`config.mk`:
```
export PLATFORM = sky130hd
export DESIGN_NAME = vm1_bus_ctl
export DESIGN_NICKNAME = d
export VERILOG_FILES = /design/src/rtl/vm1_bus_pkg.sv /design/src/rtl/vm1_irq_arb.sv /design/src/rtl/vm1_bus_ctl.sv
export SDC_FILE = /design/constraint.sdc
export NUM_CORES = 1
export LEC_CHECK = 0
export BUFFER_PORTS_ARGS = -buffer_cell sky130_fd_sc_hd__buf_4
export CAP_MARGIN = 25
export CORE_MARGIN = 5
export CORE_UTILIZATION = 53
export CTS_BUF_LIST = sky130_fd_sc_hd__clkbuf_8
export CTS_CLUSTER_DIAMETER = 200
export DETAILED_ROUTE_END_ITERATION = 12
export PLACE_DENSITY = 0.86
export SYNTH_ARGS = -nofsm -noshare
export SYNTH_HDL_FRONTEND = slang
export SYNTH_HIERARCHICAL = 1
export SYNTH_SLANG_ARGS = --single-unit
```
`constraint.sdc`:
```
create_clock -name clk -period 3.8 [get_ports clk]
set_input_delay 0.76 -clock clk [delete_from_list [all_inputs] [get_ports clk]]
set_output_delay 0.76 -clock clk [all_outputs]
set_load 0.01 [all_outputs]
```
`src/rtl/vm1_bus_pkg.sv`:
```
// Shared types and defaults for the vm1 bus-cycle controller.
package vm1_bus_pkg;

    typedef enum logic [2:0] {
        ST_IDLE,
        ST_DECODE,
        ST_RAM_W,
        ST_IO_W,
        ST_VEC,
        ST_REPLY,
        ST_ERR,
        ST_HOLD
    } bus_state_e;

    localparam logic [15:0] IO_BASE_DEF = 16'o160000;
    localparam logic [15:0] VEC_A_DEF   = 16'o060;
    localparam logic [15:0] VEC_B_DEF   = 16'o064;

    function automatic logic [15:0] byte_lane(input logic [15:0] w, input logic hi);
        return {8'h00, hi ? w[15:8] : w[7:0]};
    endfunction

endpackage

```
`src/rtl/vm1_irq_arb.sv`:
```
// Two-source interrupt arbiter: registered requests, A-over-B choice frozen
// at IAKO entry, vector mux and one-clk acknowledge pulses.
module vm1_irq_arb
    import vm1_bus_pkg::*;
#(
    parameter logic [15:0] VEC_A = VEC_A_DEF,
    parameter logic [15:0] VEC_B = VEC_B_DEF
) (
    input  logic        clk,
    input  logic        reset_n,
    input  logic        ce,
    input  logic        irq_a,
    input  logic        irq_b,
    input  logic        vec_start,
    input  logic        vec_done,
    output logic        virq,
    output logic [15:0] vec,
    output logic        iack_a,
    output logic        iack_b
);
    logic req_a_q, req_a_d, req_b_q, req_b_d;
    logic sel_a_q, sel_a_d;
    logic iack_a_q, iack_a_d, iack_b_q, iack_b_d;

    always_comb begin
        req_a_d  = req_a_q;
        req_b_d  = req_b_q;
        sel_a_d  = sel_a_q;
        iack_a_d = vec_done & sel_a_q;
        iack_b_d = vec_done & ~sel_a_q;
        if (ce) begin
            req_a_d = irq_a;
            req_b_d = irq_b;
        end
        if (vec_start) begin
            sel_a_d = req_a_q;
        end
    end

    always_ff @(posedge clk or negedge reset_n) begin
        if (!reset_n) begin
            req_a_q  <= 1'b0;
            req_b_q  <= 1'b0;
            sel_a_q  <= 1'b0;
            iack_a_q <= 1'b0;
            iack_b_q <= 1'b0;
        end else begin
            req_a_q  <= req_a_d;
            req_b_q  <= req_b_d;
            sel_a_q  <= sel_a_d;
            iack_a_q <= iack_a_d;
            iack_b_q <= iack_b_d;
        end
    end

    assign virq   = req_a_q | req_b_q;
    assign vec    = sel_a_q ? VEC_A : VEC_B;
    assign iack_a = iack_a_q;
    assign iack_b = iack_b_q;

endmodule

```
`src/rtl/vm1_bus_ctl.sv`:
```
// vm1 bus-cycle controller: turns SYNC/DIN/DOUT cycles into RAM, I/O or
// interrupt-vector accesses, generating RPLY and bus error.
module vm1_bus_ctl
    import vm1_bus_pkg::*;
#(
    parameter int unsigned RAM_WAIT = 1,
    parameter int unsigned TIMEOUT  = 16,
    parameter logic [15:0] IO_BASE  = IO_BASE_DEF,
    parameter logic [15:0] VEC_A    = VEC_A_DEF,
    parameter logic [15:0] VEC_B    = VEC_B_DEF
) (
    input  logic        clk,
    input  logic        reset_n,
    input  logic        ce,
    input  logic        sync,
    input  logic        din,
    input  logic        dout,
    input  logic        wtbt,
    input  logic        iako,
    input  logic [15:0] addr,
    input  logic [15:0] cpu_do,
    output logic        rply,
    output logic [15:0] cpu_di,
    output logic        error,
    output logic        virq,
    output logic        ram_req,
    output logic        ram_we,
    output logic [1:0]  ram_be,
    output logic [14:0] ram_addr,
    output logic [15:0] ram_wdata,
    input  logic [15:0] ram_rdata,
    output logic        io_sel,
    output logic        io_we,
    output logic [15:0] io_addr,
    output logic [15:0] io_wdata,
    input  logic [15:0] io_rdata,
    input  logic        io_ack,
    input  logic        irq_a,
    input  logic        irq_b,
    output logic        iack_a,
    output logic        iack_b
);
    localparam logic [7:0] RAM_WAIT_C = 8'(RAM_WAIT);
    localparam logic [7:0] TIMEOUT_C  = 8'(TIMEOUT);

    bus_state_e  state_q, state_d;
    logic [7:0]  cnt_q, cnt_d;
    logic [15:0] addr_q, addr_d, wdata_q, wdata_d, rdata_q, rdata_d;
    logic        we_q, we_d, byte_q, byte_d, ram_req_q, ram_req_d;
    logic        vec_start, vec_done;
    logic [15:0] vec;

    always_comb begin
        state_d   = state_q;
        cnt_d     = cnt_q;
        addr_d    = addr_q;
        wdata_d   = wdata_q;
        rdata_d   = rdata_q;
        we_d      = we_q;
        byte_d    = byte_q;
        ram_req_d = 1'b0;
        vec_start = 1'b0;
        vec_done  = 1'b0;
        if (ce) begin
            // Losing SYNC mid-cycle abandons the access without any reply.
            if (state_q != ST_IDLE && !sync) begin
                state_d = ST_IDLE;
            end else begin
                case (state_q)
                    ST_IDLE: if (sync && (din || dout)) begin
                        state_d = ST_DECODE;
                        addr_d  = addr;
                        wdata_d = cpu_do;
                        we_d    = dout;
                        byte_d  = wtbt;
                        cnt_d   = 8'd0;
                    end
                    ST_DECODE: begin
                        cnt_d = 8'd0;
                        if (iako && din) begin
                            state_d   = ST_VEC;
                            vec_start = 1'b1;
                        end else if (addr_q < IO_BASE) begin
                            state_d   = ST_RAM_W;
                            ram_req_d = 1'b1;
                        end else begin
                            state_d = ST_IO_W;
                        end
                    end
                    ST_RAM_W: if (cnt_q == RAM_WAIT_C) begin
                        rdata_d = we_q ? 16'h0000 :
                                  byte_q ? byte_lane(ram_rdata, addr_q[0]) : ram_rdata;
                        state_d = ST_REPLY;
                    end else begin
                        cnt_d = cnt_q + 8'd1;
                    end
                    ST_IO_W: if (io_ack) begin
                        rdata_d = we_q ? 16'h0000 :
                                  byte_q ? byte_lane(io_rdata, addr_q[0]) : io_rdata;
                        state_d = ST_REPLY;
                    end else if (cnt_q == TIMEOUT_C) begin
                        state_d = ST_ERR;
                        cnt_d   = 8'd0;
                    end else begin
                        cnt_d = cnt_q + 8'd1;
                    end
                    ST_VEC: begin
                        rdata_d  = vec;
                        vec_done = 1'b1;
                        state_d  = ST_REPLY;
                    end
                    ST_REPLY: if (!din && !dout) begin
                        state_d = ST_HOLD;
                    end
                    ST_ERR: if (cnt_q == 8'd1) begin
                        state_d = ST_HOLD;
                    end else begin
                        cnt_d = cnt_q + 8'd1;
                    end
                    default: state_d = state_q;
                endcase
            end
        end
    end

    always_ff @(posedge clk or negedge reset_n) begin
        if (!reset_n) begin
            state_q   <= ST_IDLE;
            cnt_q     <= 8'd0;
            addr_q    <= 16'h0000;
            wdata_q   <= 16'h0000;
            rdata_q   <= 16'h0000;
            we_q      <= 1'b0;
            byte_q    <= 1'b0;
            ram_req_q <= 1'b0;
        end else begin
            state_q   <= state_d;
            cnt_q     <= cnt_d;
            addr_q    <= addr_d;
            wdata_q   <= wdata_d;
            rdata_q   <= rdata_d;
            we_q      <= we_d;
            byte_q    <= byte_d;
            ram_req_q <= ram_req_d;
        end
    end

    vm1_irq_arb #(
        .VEC_A (VEC_A),
        .VEC_B (VEC_B)
    ) u_irq_arb (
        .clk       (clk),
        .reset_n   (reset_n),
        .ce        (ce),
        .irq_a     (irq_a),
        .irq_b     (irq_b),
        .vec_start (vec_start),
        .vec_done  (vec_done),
        .virq      (virq),
        .vec       (vec),
        .iack_a    (iack_a),
        .iack_b    (iack_b)
    );

    assign rply      = (state_q == ST_REPLY);
    assign cpu_di    = rply ? rdata_q : 16'h0000;
    assign error     = (state_q == ST_ERR);
    assign io_sel    = (state_q == ST_IO_W);
    assign io_we     = io_sel & we_q;
    assign io_addr   = io_sel ? addr_q : 16'h0000;
    assign io_wdata  = io_sel ? wdata_q : 16'h0000;
    assign ram_req   = ram_req_q;
    assign ram_we    = ram_req_q & we_q;
    // Byte writes steer the replicated byte to one lane; everything else is a full word.
    assign ram_be    = !ram_req_q ? 2'b00 :
                       (we_q && byte_q) ? (addr_q[0] ? 2'b10 : 2'b01) : 2'b11;
    assign ram_addr  = addr_q[15:1];
    assign ram_wdata = (we_q && byte_q) ? {wdata_q[7:0], wdata_q[7:0]} : wdata_q;

endmodule

```
# == Word-level counts from Yosys, hierarchy flattened ==
# Cells that the tools add are included.
# totals
reg_bits,67
out_inout_bits,90
input_bits,75
word_cells,103
# op_classes
n_mux,44
n_lt_le_gt_ge,1
eq_ne,18
n_bitwise,7
n_addsub,1
reduce_logical,19
# ops
operator,n
$mux 16,10
$mux 8,6
$pmux 16 s3,1
$pmux 8 s4,1
$mux 3,9
$pmux 3 s7,1
$lt 16x16->1 const B,1
$mux 1,13
$eq 3x3->1 const B,3
$add 8x1->8 const B,1
$eq 8x1->1 const B,1
$eq 8x5->1 const B,1
$ne 2x2->1 const B,4
$reduce_bool 8->1,1
$reduce_and 7->1,1
$eq 3x2->1 const B,2
$mux 2,3
$ne 3x1->1 const B,2
$ne 3x3->1 const B,2
$reduce_and 6->1,1
$reduce_bool 3->1,2
$logic_and 1x1->1,5
$reduce_and 5->1,1
$and 1x1->1,4
other kinds (11),14

# == Depth between registers and ports, before layout ==
# Gate-level depths: netlist of run 1.
# depth
ltp_word,6
ltp_mapped,8
depth_no_buf,7

# == Hierarchy ==
# Netlist of run 1, hierarchy kept.
# by_module_without_submodules
module,instances,area_per_inst_um2,seq_area_each_um2,cells_per_inst
vm1_bus_ctl,1,3925.0,1551.5,376
vm1_irq_arb,1,309.0,125.1,29

# == Least setup slack after synthesis of run 1 ==
# Ideal clock, no wire load.
# synth_path
path_type,register to output
start,register state_q[0]
end,output port cpu_di[10]
n_path_buf,2
path_stages_with_launch,5
arrival_ns,1.456
setup_slack_ns,1.584
required_time_ns,3.040
cell_sequence,dfrtp_1 > buf_1 > nor2b_1 > clkbuf_1 > and3_1
# synth_via
elab_chain_len,2
# synth_rtl
element,line_no,rtl
from (decl),vm1_bus_ctl.sv:46,"bus_state_e state_q, state_d;"
from (signal assigned),vm1_bus_ctl.sv:137,state_q <= state_d;
$eq 3x3->1,vm1_bus_ctl.sv:165,assign rply = (state_q == ST_REPLY);
$mux 16,vm1_bus_ctl.sv:166,assign cpu_di = rply ? rdata_q : 16'h0000;
to (decl),vm1_bus_ctl.sv:23,"output logic [15:0] cpu_di,"
# Every way passes these cells.

# == Worst setup path after layout of run 1 ==
# layout_path
start,register state_q[1]
end,output port io_wdata[8]
# layout_via
elab_chain_len,2
# layout_rtl
element,line_no,rtl
$eq 3x2->1,vm1_bus_ctl.sv:168,assign io_sel = (state_q == ST_IO_W);
$mux 16,vm1_bus_ctl.sv:171,assign io_wdata = io_sel ? wdata_q : 16'h0000;
to (decl),vm1_bus_ctl.sv:35,"output logic [15:0] io_wdata,"
# Every way passes these cells.

==> metrics.md, run 1 <==
| Metric | Value |
|---|---|
| Status | complete, no violations |
| Total Wirelength | 11730 µm |
| Async S/R FF share, synth | 100.0% |
| Area of the die | 9876 µm² |
| Worst-case clock skew | 10.52 ps |
| Max incr delay on CP | 660 ps |
| Reg2reg path depth | 6 |
| Post-DP HPWL | 8682 µm |
| Maximum vdd ir drop | 292.1 µV |
| Cells after Synth | 405 |
| Max_cap viols | 0 |
| Drt initial violations | 275 |
| Global-route wire length before repair | roughly 18000 µm |
| Antenna diodes | 0 |
| CTS Buf Count | 9 |
| WL per Instance | 18.21 µm |
| RR Endpoint | rdata_q[15]$_DFFE_PN0P_ |
| CTS tree | done |
| Yosys cell types | 54 |
| Cell chain of the critical path | nand3b_1, inv_1, buf_4, and2_1, buf_4 |
| Syn-to-layout area delta | 30.17% |
| RSZ-0062 raised after global routing | no |
| Initial antenna violation count | 0 |
| Total GRT Usage | 23.26% |
| Critical Path AT | about 2400 ps |
| Data required, critical path | 3040 ps |
| Crit path launch type | register |
| Routed vias | 3596 |
| CP Capture Type | primary output |
| Seq cells post-synth | 67 |
| Routed Antenna Nets | 0 |
| Root buf cell | clkbuf_8 |
| Fmax | ~320 MHz |
| Slowest stage cell, crit path | inv_1 |
| Critical path buffer and inverter count | 3 |
| Share of cells above drive strength 1 | about half |
| R2r startpoint | state_q[1]$_DFFE_PN0P_ |
| Max-slew violations | 0 |
| Most common library cell in the layout ignoring fill and taps | buf_4 |
| Most common cell on crit path | buf_4 |
| Remaining DRCs | 0 |
| IO buf count | around 160 |
| Finish-stage setup viols | 0 |
| Worst slack at placement | 1042 ps |
| Reg2reg setup slack | 990 ps |
| Largest net degree at the start of global routing | 68 |
| Mapped Area | 4234 µm² |
| # clock sinks | 67 |
| Most frequent cells in the layout | 168 x buf_4, 67 x dfrtp_1, 52 x mux2_2 |
| Crit Path Class | register to primary output |
| Static leakage | around 2.7 nW |
| Register area share after synthesis | 39.60% |
| Setup ws final | 626.4 ps |
| YS warnings | 6 |
| Die width | approximately 99 µm |
| Endpoint, Worst Hold | u_irq_arb/iack_b$_DFF_PN0_ |
| Fin crit share | 83.52% |
| Tightest Hold Check Type | register to register |
| Hold path cells | 1 |
| Die height | 99.38 µm |
| Minimum clock period | 3174 ps |
| Placer Congestion | ~0.89 |
| Row cnt | 32 |
| Worst-path clk slew | 80 ps |
| Setup Buffers After CTS | 0 |
| Later-pin clock latency in the skew report | ~340 ps |
| Setup TNS | 0 ps |
| Min-Delay Startpoint | u_irq_arb/sel_a_q$_DFFE_PN0P_ |
| Post-synth EDFFs | 0 |
| Final nets | 615 |
| Clk buf depth | 2 |
| Core Box Area | ~7800 µm² |
| Post-DR vias/cell | 5.584 |
| Slew margin rel. | between 30 and 40% |
| GRT overflow | 0 |
| Crit path max fanout | 30 |
| Vias in the first global route | 3586 |
| Final hold vios | 0 |
| Starting Density | 54.51% |
| Most used DFF post-synth | dfrtp_1 |
| I/O Pins | 165 |
| Power per cell area | 699.7 nW/µm² |
| H-tree depth | 3 |
| Slew at the pin closest to its max-slew limit | 1006 ps |
| Syn Area/Cell | 10.45 µm² |
| DRT Pass-1 Iters | 9 |
| Number of hold buffers added after CTS | 0 |
| Placed cell area | 5263 µm² |
| Design Area, Final | 5512 µm² |
| CP delay by family, top | buffers and inverters |
| Number of fill cells | 553 |
| Quantity of gates resized following cts | 0 |
==> final cells by class <==
cell class | instances | area (µm²) | area share, %
clock inverter | 6 | 111.4 | 2.020
multi-input combinational | 283 | 2167 | 39.32
clock buffer | 10 | 137.6 | 2.497
sequential | 67 | 1677 | 30.42
timing repair buffer | 168 | 1261 | 22.88
tap | 102 | 127.6 | 2.316
inverter | 8 | 30.03 | 0.5448
==> stage by stage <==
stage                     hold slack [ps]  instances  utilization, %  total power [mW]
after floorplan                     431.4        418               -             2.535
after global placement              478.5        628           67.75             3.047
after detailed placement            480.5        628           67.75             3.110
after CTS                           499.7        644           70.96             3.857
after global routing                538.9        644           70.96             4.079
final                               495.3        644           70.96             3.857
==> cells in the mapped netlist, types with 3 or more instances <==
cell       n  area (µm²)
and2_1    37       231.5
dfrtp_1   67        1677
buf_6      3       33.78
buf_2      3       15.01
nor3b_1    3       22.52
clkbuf_1  11       41.29
o21ai_0    7       35.03
a21oi_2    4       35.03
a31oi_1    4       25.02
a21o_1     6       45.04
or2_2      3       18.77
a22o_1     6       52.55
and3_1    17       106.4
nor2_1    32       120.1
a21oi_1    7       35.03
mux2_4     3       45.04
a31oi_2    6       75.07
mux2_2    52       585.6
nand3_1   10       50.05
buf_4     42       315.3
a222oi_1   8       80.08
inv_1      8       30.03
a32oi_1    8       70.07
nand2_1   12       45.04
ha_1       3       37.54
nor2b_1    3       18.77
mux2_1     7       78.83
==> state kept, by name, indices dropped and copies added (netlist names) <==
| register | cells |
|---|---|
| wdata_q | 16 |
| byte_q | 1 |
| cnt_q | 8 |
| u_irq_arb/req_a_q | 1 |
| u_irq_arb/sel_a_q | 1 |
| u_irq_arb/iack_a | 1 |
| u_irq_arb/iack_b | 1 |
| rdata_q | 16 |
| state_q | 3 |
| ram_req | 1 |
| we_q | 1 |
| addr_q | 16 |
| u_irq_arb/req_b_q | 1 |
==> where the power goes <==
group	internal, mW	total, mW	switching (mW)	leakage (nW)
clock network	0.455	0.735	0.280	0.123
logic	0.935	1.84	0.900	1.73
registers	1.02	1.29	0.270	0.819
total	2.41	3.86	1.45	2.67
==> cells by family (layout without fill, tap and decap cells) <==
kind of cell,Yosys count,after routing,synth area share (%)
and+or+nand+nor,133,133,18.32
AOI/OAI and AO/OA,70,70,13.89
buffers and inverters,68,192,10.37
DFF,67,67,39.60
muxes,62,62,16.76
adders and majority gates,3,3,0.8866
other,2,15,0.1774
==> per-layer routing <==
metal	up-vias	share of wire [%]	track usage (%)
met4	0	2.2	7.563
met1	1711	39	27.56
li1	1672	-	-
met2	186	51	41.79
met5	-	0	0
met3	27	7.8	5.049
==> how the worst max path moves through the flow <==
stage | startpoint | to | slack [ps] | cells past startpoint
global route | state_q[1]$_DFFE_PN0P_ | io_wdata[7] | 410 | 5
floorplan | state_q[0]$_DFFE_PN0P_ | cpu_di[10] | 1580 | 4
CTS | state_q[1]$_DFFE_PN0P_ | io_wdata[8] | 650 | 5
global placement | state_q[1]$_DFFE_PN0P_ | io_wdata[7] | 1150 | 5
finish | state_q[1]$_DFFE_PN0P_ | io_wdata[8] | 630 | 5
detailed placement | state_q[1]$_DFFE_PN0P_ | io_wdata[8] | 1040 | 5
==> worst reg2reg max path: cells and delay by family, from the launching register on <==
| family | cells | cell delay [ps] |
|---|---|---|
| AO/OA/AOI/OAI | 2 | 840 |
| buffers and inverters | 1 | 660 |
| flip-flops | 1 | 620 |
| AND/OR/NAND/NOR | 3 | 620 |
(Power assumes the default switching activity.)
==> run 2: changes to the inputs <==
- ABC_AREA: default -> 1
- CORE_UTILIZATION: 53 -> 52
- PLACE_DENSITY: 0.86 -> 0.83
- clock period: 3.8 -> 3 ns (I/O delays scaled with it)
==> run 2 against run 1 <==
Compared with the run above: die area increased by 10%; clock power up 1%; sequential power grew 23%; count of clock-buffer cells in the layout stayed put; clock skew increased by 3.3 ps; register-to-register slack worse by 150 ps; first-iteration DRC count rose by 23%; setup slack lost 81 ps; design area rose by 5.1%; sequential share of layout area is 1.5 points lower; critical path depth shrank 1.
==> metrics.md, run 2 <==
| Metric | Value |
|---|---|
| Remaining DRCs | 0 (unchanged) |
| Fin Hold WS | 351.2 ps (-144.1 ps) |
| R2r startpoint | state_q[1]$_DFFE_PN0P_ |
| Largest net degree at the start of global routing | 69 (+1.5%) |
| Fmax | around 410 MHz |
| Yosys cell types | 35 (-35%) |
| Area contributors post-synth | dfrtp_1 36%, nand2_1 19%, inv_1 7.5% |
| Crit Path Class | register to primary output |
| Worst slack at placement | 898.4 ps (-143.9 ps) |
| IO buf count | 164 (unchanged) |
| Number of hold buffers added after CTS | 0 (unchanged) |
| Later-pin clock latency in the skew report | 350 ps (about the same) |
| Clk buf depth | 2 (unchanged) |
| Share of cells above drive strength 1 | 26.96% (-22 points) |
| Combinational Power Share | 51.5% (+3.9 points) |
| Routed Antenna Nets | 0 (unchanged) |
| Status | complete, no violations |
| Finished Layout Cells | 924 (+43%) |
| Initial antenna violation count | 0 (unchanged) |
| Post-synth EDFFs | 0 (unchanged) |
| Net load switching power | 2.151 mW (+48%) |
| Final nets | 890 (+45%) |
| Global Route met3 Usage | 5.959% (+0.91 points) |
| Critical Path AT | 1850 ps (-560 ps) |
| Max-slew violations | 0 (unchanged) |
| CP Capture Type | primary output |
| Cell taking the most area after synthesis | dfrtp_1 |
| Finish-stage setup viols | 0 (unchanged) |
| Maximum vdd ir drop | 443.9 µV (+52%) |
| Worst-case clock skew | 13.81 ps (+3.297 ps) |
| Reg power frac | 33.0% (-0.4 points) |
| Quantity of gates resized following cts | 0 (unchanged) |
| Antenna diodes | 0 (unchanged) |
| CTS Buf Count | 9 (unchanged) |
| Drt initial violations | 339 (+23%) |
| Power share of the clock group | 15.4% (-3.7 points) |
| DRT Pass-1 Iters | 5 (-4) |
| I/O Pins | 165 (unchanged) |
| Max_cap viols | 0 (unchanged) |
| Reg2reg path depth | 8 (+2) |
| Setup Buffers After CTS | 0 (unchanged) |
| Seq cells post-synth | 67 (unchanged) |
| Tot Pwr | 4.817 mW (+25%) |
| Number of fill cells | 746 (+35%) |
| Met1 usage | 28.44% (+0.87 points) |
| RSZ-0062 raised after global routing | no |
| Mapped Area | 4616 µm² (+9.0%) |
| Total GRT Usage | 22.77% (-0.49 points) |
| Worst-path clk slew | 80 ps (about the same) |
| Placed cell area | 5602 µm² (+6.4%) |
| Area of the die | 10860 µm² (+10%) |
| Tightest Hold Check Type | input pin to async pin |
| GRT overflow | 0 (unchanged) |
| Gr busiest metal | met2 |
| Seq. cell area | 1677 µm² (unchanged) |
| Cell count after placement | 909 (+45%) |
| Post-DR vias/cell | 4.935 (-12%) |
| WL per Instance | 13.46 µm (-26%) |
| Row cnt | 34 (+6.3%) |
| Data required, critical path | 2400 ps (-640 ps) |
| Design Area, Final | 5794 µm² (+5.1%) |
| Register area share after synthesis | 36.32% (-3.3 points) |
| Crit path max fanout | 18 (-40%) |
| Total Wirelength | 12430 µm (+6.0%) |
| Crit path launch type | register |
| Top-area cell type share of the netlist area | 36.32% (-3.3 points) |
| CTS tree | done |
| H-tree depth | 3 (unchanged) |
| Most used DFF post-synth | dfrtp_1 |
| Slew margin rel. | 39.70% (+7.0 points) |
| Setup TNS | 0 ps (unchanged) |
| Core Box Area | 8678 µm² (+12%) |
| Cell Int Power | 2.667 mW (+11%) |
| Routed vias | 4560 (+27%) |
| Minimum clock period | about 2500 ps |
| Cell with the most instances after synthesis | nand2_1 |
| RR Endpoint | rdata_q[13]$_DFFE_PN0P_ |
| Die width | 104.2 µm (+4.9%) |
| Power per cell area | 831.4 nW/µm² (+19%) |
| Reg2reg setup slack | 840 ps (-150 ps) |
| Async S/R FF share, synth | 100.0% (unchanged) |
| Static leakage | 3.247 nW (+21%) |
| Placer Congestion | 0.9070 (+1.7%) |
| Most common library cell in the layout ignoring fill and taps | nand2_1 |
| Commonest cells in the netlist | 228 x nand2_1, 92 x inv_1, 73 x nor2_1 |
| Slew at the pin closest to its max-slew limit | 902.3 ps (-103.7 ps) |
| M2 GR Usage | 39.21% (-2.6 points) |
| Area of the multi-input gates | 2145 µm² (-1.0%) |
| Setup ws final | 545.7 ps (-80.71 ps) |
| Top Registers | addr_q (16), rdata_q (16), wdata_q (16) |
| Syn Area/Cell | 6.719 µm² (-36%) |
| # clock sinks | 67 (unchanged) |
| Vias in the first global route | 4361 (+22%) |
| Sw frac | 44.64% (+7.0 points) |
| Global-route wire length before repair | 20670 µm (+12%) |
| Syn-to-layout area delta | 25.54% |
| YS warnings | 6 (unchanged) |
| Root buf cell | clkbuf_8 |
| Starting Density | 53.19% (-1.3 points) |
| Die height | 104.2 µm (+4.9%) |
| Final Util | 66.77% (-4.2 points) |
| Fin crit share | 81.81% |
| Cells after Synth | 687 (+70%) |
| Most frequent cells in the layout | 228 x nand2_1, 167 x buf_4, 93 x inv_1 |
| Post-DP HPWL | 9259 µm (+6.7%) |
| Final hold vios | 0 (unchanged) |
-- run 2: changes by cell type in the layout (fill, tap and decap cells not counted), moves of 37 or more --
cell / previous run / this run
and2_1: 37 / 0
mux2_2: 52 / 0
o21ai_0: 7 / 45
nor2_1: 32 / 73
inv_1: 8 / 93
nand2_1: 12 / 228
-- run 2: routing by layer --
| layer | vias to the layer above | share of wire (%) |
|---|---|---|
| met5 | - | 0 |
| met4 | 0 | 1.3 |
| met3 | 15 | 8.0 |
| met2 | 188 | 51 |
| met1 | 2061 | 40 |
| li1 | 2296 | - |
-- run 2: worst max path at each step --
stage                                start                 endpoint  slack [ps]  cells past startpoint
finish                    we_q$_DFFE_PN0P_                ram_be[0]         550                      4
global route              we_q$_DFFE_PN0P_                ram_be[0]         300                      4
CTS                       we_q$_DFFE_PN0P_                ram_be[0]         560                      4
detailed placement  state_q[0]$_DFFE_PN0P_  rdata_q[13]$_DFFE_PN0P_         900                      8
global placement    state_q[2]$_DFFE_PN0P_                    io_we         980                      5
floorplan           state_q[0]$_DFFE_PN0P_               io_addr[0]        1170                      6
-- run 2: final cells by class --
cell class	count	area share, %
clock buffer	10	2.375
clock inverter	5	0.9501
inverter	97	6.413
multi-input combinational	469	37.01
sequential	67	28.94
tap	108	2.332
timing repair buffer	168	21.98
-- run 2: critical path, cell delays in order, from the launching register on --
cell,delay [ps]
dfrtp_1,550
nand2_1,440
o21ai_0,320
inv_1,60
buf_4,140
-- run 2: kinds of logic (layout without fill, tap and decap cells) --
family,after synthesis,after routing,share of synthesized area (%)
compound gates,78,78,9.759
flops,67,67,36.32
simple gates,371,371,34.29
fa+ha+maj,3,3,0.8133
other cells,2,15,0.1627
buf+inv,164,280,18.27
xor+xnor,2,2,0.3796
-- run 2: power groups by stage --
stage          logic [mW]  clock network [mW]  registers (mW)
5_1_grt              2.77               0.798            1.65
3_3_place_gp         2.43                   0            1.59
4_1_cts              2.49               0.759            1.58
2_1_floorplan        1.94                   0            1.45
3_5_place_dp         2.48                   0            1.60
6_report             2.48               0.744            1.59
==> run 3: changes to the inputs <==
- clock period: 3 -> 2.55 ns (I/O delays scaled with it)
==> run 3 against run 2 <==
Compared with the run above: setup slack got worse by 270 ps; design area is 0.52% higher; utilization increased by 0.35 points; count of clock-buffer cells in the layout is 1 lower; sequential power up 18%; register-to-register slack got worse by 350 ps; global-route usage up 0.20 points; clock skew about the same; critical path type unchanged; largest power group unchanged; highest routed layer unchanged.
==> metrics.md, run 3 (synthesis results as in run 2) <==
| Metric | Value |
|---|---|
| Vias in the first global route | 4289 (-1.7%) |
| Die width | 104.2 µm (unchanged) |
| Syn-to-layout area delta | 26.19% |
| Setup ws final | 275.8 ps (-269.9 ps) |
| R2r startpoint | state_q[2]$_DFFE_PN0P_ |
| Worst-path clk slew | 90 ps (about the same) |
| Critical path buffer and inverter count | 3 (+1) |
| Minimum clock period | 2274 ps |
| Root buf cell | clkbuf_8 |
| Total Wirelength | 12390 µm (-0.37%) |
| Row cnt | 34 (unchanged) |
| Status | complete, no violations |
| Initial antenna violation count | 0 (unchanged) |
| Slowest stage cell, crit path | dfrtp_1 |
| Fin crit share | between 80% and 90% |
| Clk buf depth | 2 (unchanged) |
| Static leakage | 3.270 nW (+0.73%) |
| RSZ-0062 raised after global routing | no |
| Placer Congestion | 0.9161 (+1.0%) |
| Max incr delay on CP | 590 ps (+40 ps) |
| Starting Density | 53.19% (unchanged) |
| Share of cells above drive strength 1 | 27.56% (+0.60 points) |
| Number of hold buffers added after CTS | 0 (unchanged) |
| CP delay by family, top | flip-flops |
| Tightest Hold Check Type | input pin to async pin |
| Crit path max fanout | 37 (+19) |
| Largest net degree at the start of global routing | 69 (unchanged) |
| Routed Antenna Nets | 0 (unchanged) |
| Quantity of gates resized following cts | 0 (unchanged) |
| Setup Buffers After CTS | 0 (unchanged) |
| Power per cell area | 986.2 nW/µm² (+19%) |
| CTS tree | done |
| Die height | 104.2 µm (unchanged) |
| Maximum vdd ir drop | 517.4 µV (+17%) |
| Cell chain of the critical path | nand2_2, inv_1, nand2_1, buf_12, nor2_1, buf_4 |
| Fmax | 439.7 MHz |
| Reg2reg path depth | 7 (-1) |
| Max-slew violations | 0 (unchanged) |
| Final hold vios | 0 (unchanged) |
| Later-pin clock latency in the skew report | 360 ps (about the same) |
| Slew margin rel. | 43.15% (+3.5 points) |
| Top Registers | addr_q (16), rdata_q (16), wdata_q (16) |
| WL per Instance | 13.35 µm (-0.80%) |
| H-tree depth | 3 (unchanged) |
| Finish-stage setup viols | 0 (unchanged) |
| Most common library cell in the layout ignoring fill and taps | nand2_1 |
| Crit path launch type | register |
| CP Capture Type | primary output |
| Tot Pwr | 5.744 mW (+19%) |
| Critical Path AT | 1760 ps (-90 ps) |
| Global-route wire length before repair | 20820 µm (+0.74%) |
| Final Util | 67.11% (+0.35 points) |
| Final nets | 894 (+0.45%) |
| Post-DR vias/cell | 4.913 (-0.45%) |
| I/O Pins | 165 (unchanged) |
| Number of fill cells | 780 (+4.6%) |
| DRT Pass-1 Iters | 5 (unchanged) |
| Drt initial violations | 258 (-24%) |
| Remaining DRCs | 0 (unchanged) |
| Max_cap viols | 0 (unchanged) |
| Data required, critical path | 2040 ps (-360 ps) |
| Worst-case clock skew | 13.83 ps (+0.02000 ps) |
| GRT overflow | 0 (unchanged) |
| Area of the die | 10860 µm² (unchanged) |
| Routed vias | 4559 (-0.022%) |
| Most frequent cells in the layout | 227 x nand2_1, 171 x buf_4, 92 x inv_1 |
| Slew at the pin closest to its max-slew limit | 852.7 ps (-49.58 ps) |
| Antenna diodes | 0 (unchanged) |
| Worst slack at placement | 516.2 ps (-382.2 ps) |
| # clock sinks | 67 (unchanged) |
| Post-DP HPWL | 9357 µm (+1.1%) |
| IO buf count | 164 (unchanged) |
| CTS Buf Count | 9 (unchanged) |
| Core Box Area | 8678 µm² (unchanged) |
| Crit Path Class | register to primary output |
| RR Endpoint | wdata_q[8]$_DFFE_PN0P_ |
| Total GRT Usage | 22.97% (+0.20 points) |
| Setup TNS | 0 ps (unchanged) |
| Start point of the critical path | state_q[0]$_DFFE_PN0P_ |
| Reg2reg setup slack | 490 ps (-350 ps) |
## run 3: cell count changes in the layout (fill, tap and decap cells not counted), sizes merged
| cell | change |
|---|---|
| clkbuf | -1 |
| buf | +4 |
| clkinv | +2 |
| clkinvlp | -1 |
## run 3: worst reg2reg max path, cell delays in order, from the launching register on
cell and delay, ps:
dfrtp_1 550, inv_4 170, nand3_4 100, nand2_4 90, nand2_4 70, nor3_4 100
buf_4 590, o21ai_0 240
## run 3: stage by stage
step	hold WS, ps	area [µm²]	cells
after detailed placement	458.6	5632	913
after CTS	290.4	5822	928
after floorplan	214.4	4664	700
after global routing	324.8	5824	928
final	241.0	5824	928
after global placement	448.4	5632	913
## run 3: worst max path at each step
stage	to	slack, ps	depth (start not counted)
6_report	io_we	280	6
5_1_grt	io_we	140	6
4_1_cts	ram_wdata[14]	110	3
3_5_place_dp	wdata_q[5]$_DFFE_PN0P_	520	7
3_3_place_gp	ram_be[0]	580	4
2_1_floorplan	io_addr[0]	810	6
## run 3: final cells by class
| class | count | area [µm²] | share of cell area [%] |
|---|---|---|---|
| clock buffers | 9 | 123.9 | 2.127 |
| multi-input cells | 469 | 2147 | 36.86 |
| inverters | 97 | 371.6 | 6.380 |
| flip-flops and latches | 67 | 1677 | 28.79 |
| well taps | 108 | 135.1 | 2.320 |
| clock inverters | 6 | 66.31 | 1.139 |
| repair buffers | 172 | 1304 | 22.38 |
## run 3: where the power goes
group / switching (mW) / leakage, nW / total [mW] / internal [mW]
Combinational: 1.77 / 2.32 / 2.97 / 1.20
Sequential: 0.377 / 0.851 / 1.88 / 1.50
Clock: 0.445 / 0.0994 / 0.894 / 0.450
Total: 2.59 / 3.27 / 5.74 / 3.15
## run 3: metal layers
layer	vias to the layer above	wire length, µm	global-route usage, %
li1	2300	-	-
met3	25	797	4.593
met1	2079	5009	28.67
met2	155	6308	39.48
met4	0	272	7.863
met5	-	0	0
